==> src/rtl/prf_read_arbiter.sv <==
// Round-robin arbiter that multiplexes NUM_REQ pending register reads onto one PRF read port.
// Grants are combinational from pending state; a granted slot can refill on the same edge.
module prf_read_arbiter #(
    parameter int NUM_REQ  = 4,
    parameter int PRF_SIZE = 16
) (
    input  logic                    clk,
    input  logic                    rst,
    input  logic [NUM_REQ-1:0]      req_valid,
    input  logic [NUM_REQ-1:0][3:0] req_id,
    output logic [NUM_REQ-1:0]      req_ready,
    input  logic [PRF_SIZE-1:0]     ready_regs,
    input  logic                    flush,
    output logic                    prf_requesting,
    output logic [3:0]              prf_requested_id,
    output logic [NUM_REQ-1:0]      grant
);

    localparam int PTR_W = (NUM_REQ > 1) ? $clog2(NUM_REQ) : 1;

    logic [NUM_REQ-1:0]      pend_v_q, pend_v_d;
    logic [NUM_REQ-1:0][3:0] pend_id_q, pend_id_d;
    logic [PTR_W-1:0]        rr_ptr_q, rr_ptr_d;

    logic [NUM_REQ-1:0]      eligible;
    logic [PTR_W-1:0]        win_idx;
    logic [PTR_W-1:0]        scan_idx;
    logic [3:0]              win_id;

    always_comb begin
        for (int i = 0; i < NUM_REQ; i++) begin
            eligible[i] = pend_v_q[i] && ready_regs[pend_id_q[i]];
        end
    end

    // Scan offsets from farthest to nearest so the nearest eligible slot to rr_ptr wins.
    always_comb begin
        win_idx        = '0;
        scan_idx       = '0;
        prf_requesting = 1'b0;
        for (int k = NUM_REQ - 1; k >= 0; k--) begin
            scan_idx = PTR_W'((int'(rr_ptr_q) + k) % NUM_REQ);
            if (eligible[scan_idx]) begin
                win_idx        = scan_idx;
                prf_requesting = 1'b1;
            end
        end
    end

    always_comb begin
        win_id           = pend_id_q[win_idx];
        prf_requested_id = prf_requesting ? win_id : 4'd0;
        for (int i = 0; i < NUM_REQ; i++) begin
            grant[i] = prf_requesting && eligible[i] && (pend_id_q[i] == win_id);
        end
        req_ready = (~pend_v_q | grant) & {NUM_REQ{~flush}};
    end

    always_comb begin
        pend_v_d  = pend_v_q & ~grant;
        pend_id_d = pend_id_q;
        for (int i = 0; i < NUM_REQ; i++) begin
            if (req_valid[i] && req_ready[i]) begin
                pend_v_d[i]  = 1'b1;
                pend_id_d[i] = req_id[i];
            end
        end
        if (flush) begin
            pend_v_d = '0;
        end
        rr_ptr_d = rr_ptr_q;
        if (prf_requesting) begin
            rr_ptr_d = (win_idx == PTR_W'(NUM_REQ - 1)) ? '0 : win_idx + PTR_W'(1);
        end
    end

    always_ff @(posedge clk or negedge rst) begin
        if (!rst) begin
            pend_v_q  <= '0;
            pend_id_q <= '0;
            rr_ptr_q  <= '0;
        end else begin
            pend_v_q  <= pend_v_d;
            pend_id_q <= pend_id_d;
            rr_ptr_q  <= rr_ptr_d;
        end
    end

endmodule

==> config.mk <==
export PLATFORM = sky130hd
export DESIGN_NAME = prf_read_arbiter
export DESIGN_NICKNAME = d
export VERILOG_FILES = /design/src/rtl/prf_read_arbiter.sv
export SDC_FILE = /design/constraint.sdc
export NUM_CORES = 1
export LEC_CHECK = 0
export CAP_MARGIN = 20
export CORE_ASPECT_RATIO = 1.4
export CORE_MARGIN = 2
export CORE_UTILIZATION = 50
export DETAILED_ROUTE_END_ITERATION = 6
export MAX_ROUTING_LAYER = met4
export PLACE_DENSITY = 0.89
export SLEW_MARGIN = 20
export SYNTH_ARGS = -nofsm -noshare
export SYNTH_HDL_FRONTEND = slang
export SYNTH_SLANG_ARGS = --single-unit
==> constraint.sdc <==
create_clock -name clk -period 5.4 [get_ports clk]
set_clock_uncertainty 0.15 [all_clocks]
set_input_delay 1.08 -clock clk [delete_from_list [all_inputs] [get_ports clk]]
set_output_delay 1.08 -clock clk [all_outputs]
set_load 0.005 [all_outputs]
==> impl_metrics.yaml <==
yosys:
  async_flop_share: 1.000
  synth_area_per_cell_um2: 9.496
  syn_inst: 273
  synthesis.nets: 312
  synth_ff_type: "dfrtp_1"
  synthesis.area_mm2: 0.002592
  synth_cell_type_count: 69
  synth_warnings: 0
  synth_edf_count: 0
  synth-seq-cells: 22
  synth_seq_area_share: 0.2124
cells_and_area:
  layout-drive-gt1-share: 0.3455
  nets: 396
  stdcell_count: 422
  antennaDiodeCount: 0
  syn2layout_area_growth_pct: 41.80
sta:
  slew_headroom: 0.5222
  worst_slack_ns: 0.07361
  hold_ws_ns: 0.4888
  grt_setup_unrepaired: "yes"
  max_freq_mhz: 187.7
  min_period_ns: 5.326
  setup_viol: 0
  fin_tns_setup_ns: 0
  slew_viol_final: 0
  finalCritPeriodShare: 0.9864
  worst_pin_slew_ns: 0.7167
  final_hold_viol_count: 0
route:
  via_per_inst: 6.377
  wl_per_cell_um: 20.73
  drc: 0
  dr.pass1.iters: 4
  drtIter0Drc: 285
  ant_nets: 0
  vias: 2691
  routed_wl_um: 8747
worst_setup_path:
  worstSetupPathType: "primary input to output port"
  crit_chain: "dlygate4sd2_1 > mux4_2 > o211ai_4 > a21oi_2 > o22ai_2 > buf_4 > o2111a_1 > nor2_1 > or3b_4 > a21oi_4 > buf_4 > clkdlybuf4s50_1"
  path_max_fanout: 5
  slowest_delay_ns: 0.51
  cp_slowest_cell: "mux4_2"
  endpoint_kind: "output port"
  cpMostUsedCell: "buf_4"
  worstSetupStartpointType: "primary input"
  arrival_ns: 4.10
  worstPathRequired_ns: 4.17
grt:
  grt-ovfl-total: 0
  antenna_found_initial: 0
  grt_pass1_vias: 2708
  grt_pass1_wl_um: 13610
  grt_use_total: 0.3188
  grt_max_degree: 23
floorplan:
  fp.coreArea_mm2: 0.005081
  rows: 31
  die_h_um: 89.20
  die_x_um: 64.86
  num_io_pins: 52
  die_area_mm2: 0.005785
  initial_core_util: 0.5102
power_and_ir_drop:
  p_switching_mw: 0.9433
  switching_share: 0.4663
  cell_internal_pwr_mw: 1.080
  p_comb_frac: 0.718
  cellLeakagePower_nw: 1.510
  power_density_mw_per_mm2: 550.4
  power.total_mw: 2.023
  power.share.sequential: 0.202
  p_clk_frac: 0.079
  ir_drop_v: 0.0002936
cts:
  cts_buffer_depth: 2
  cts_root_buf: "clkbuf_8"
  clkTransAtPathRegs_ns: 0.09
  cts_tree: "yes"
  clk_latency_ns: 0.27
  htree_levels: 1
  cts_buffers: 3
  cts_sinks: 22
place:
  pre_cts_ws_ns: -0.2837
  dpl.hpwl_um: 6423
  dp.cells: 414
  gp_congestion: 1.073
  numPortBuffers: 51
min_path:
  hp-class: "flip-flop to flip-flop"
flow_run:
  drv_cap: 0
status:
  status: "completed"
[worst max-delay path, delay by kind of cell]
family / cells / cell delay [ns]
muxes: 1 / 0.51
and+or+nand+nor: 2 / 0.47
buffers and inverters: 4 / 1.07
AOI/OAI and AO/OA: 5 / 0.97
[power by group through the flow]
stage	Clock [mW]	Sequential, mW	Combinational, mW
finish	0.161	0.409	1.45
global route	0.168	0.411	1.55
CTS	0.160	0.390	1.30
detailed placement	0	0.391	1.24
global placement	0	0.388	1.21
floorplan	0	0.244	0.880
[cell usage after synthesis (3+ instances only)]
cell	n	share of area
a21oi_1	7	0.014
a311oi_1	6	0.020
and2_1	6	0.014
buf_2	7	0.014
buf_4	5	0.014
clkbuf_1	6	0.0087
dfrtp_1	22	0.21
inv_1	12	0.017
mux2_1	13	0.056
mux2_2	4	0.017
mux2_4	4	0.023
mux2i_1	12	0.046
mux4_1	4	0.041
mux4_2	7	0.061
nand2_1	24	0.035
nand2b_1	6	0.014
nand3_1	6	0.012
nor2_1	18	0.026
nor2b_1	11	0.027
o211ai_2	4	0.019
o21ai_0	3	0.0058
o21ba_2	4	0.015
o22ai_1	3	0.0072
o31ai_1	7	0.020
xnor2_1	9	0.030
xor2_1	5	0.017
[per-layer routing]
layer | global-route usage | vias to the layer above | wire, µm
met1 | 0.3545 | 1279 | 3111
met2 | 0.5305 | 176 | 4351
met4 | 0.2128 | 0 | 509
li1 | - | 1191 | -
met5 | - | - | 0
met3 | 0.04660 | 45 | 774
[state kept, by name (all words and copies together) (netlist names)]
| name | count |
|---|---|
| pend_id_q | 16 |
| pend_v_q | 4 |
| rr_ptr_q | 2 |
[area by class of cell]
type	count	area, µm²
clock buffers	3	41.29
clock inverters	1	30.03
fillers	384	1405
inverters	13	48.80
multi-input cells	216	2054
flip-flops and latches	22	550.5
well taps	66	82.58
repair buffers	101	868.3
[path summary, 6_finish.rpt]
kind                               startpoint  cells after the start       endpoint  slack [ns]
worst max-delay path            ready_regs[9]                     12       grant[0]        0.07
worst min-delay path              rr_ptr_q[0]                      2    rr_ptr_q[0]        0.49
worst max register to register  pend_id_q[12]                     15  pend_id_q[13]        1.24
worst min register to register    rr_ptr_q[0]                      2    rr_ptr_q[0]        0.49
max in group asynchronous                 rst                      1    pend_v_q[2]        4.14
min in group asynchronous                 rst                      1   pend_id_q[4]        0.62
[per-stage QoR]
step	util	area (µm²)
after floorplan	-	2592
after global placement	0.6710	3410
after detailed placement	0.6710	3410
after CTS	0.6919	3516
after global routing	0.7235	3676
final	0.7235	3676
[cells in the final DEF (no fill, tap or decap), types with 3 or more instances in the layout]
| cell type | count |
|---|---|
| a21oi_4 | 3 |
| nand2b_1 | 6 |
| clkbuf_8 | 3 |
| o21ba_2 | 4 |
| dlymetal6s2s_1 | 3 |
| and2_1 | 5 |
| a311oi_1 | 3 |
| o21ai_1 | 3 |
| mux2_4 | 4 |
| nand3_1 | 5 |
| o31ai_1 | 5 |
| buf_4 | 50 |
| dlygate4sd2_1 | 16 |
| mux2_1 | 13 |
| a311oi_2 | 3 |
| xor2_1 | 5 |
| a21oi_1 | 5 |
| mux2_2 | 4 |
| dfrtp_1 | 22 |
| nor2_4 | 3 |
| mux4_2 | 10 |
| mux2i_1 | 10 |
| nor2_1 | 15 |
| xnor2_1 | 9 |
| clkdlybuf4s50_1 | 31 |
| nor2b_1 | 11 |
| nand2_1 | 23 |
| inv_1 | 12 |
[logic make-up (layout without fill, tap and decap cells)]
family / count (synthesis) / after routing / share of synthesized area
buffers and inverters: 35 / 118 / 0.06564
and+or+nand+nor: 86 / 86 / 0.1781
DFF: 22 / 22 / 0.2124
xor gates and xnor gates: 14 / 14 / 0.04730
AOI/OAI and AO/OA: 72 / 72 / 0.2519
muxes: 44 / 44 / 0.2447
[what timing repair did]
item,in CTS,in global routing
pin swaps,7,7
setup endpoints to repair,12,8
gates resized for setup,33,24
hold buffers,0,0
setup buffers,1,3
endpoints found under the hold margin,0,0
No activity file was read; power rests on OpenSTA's default activity.
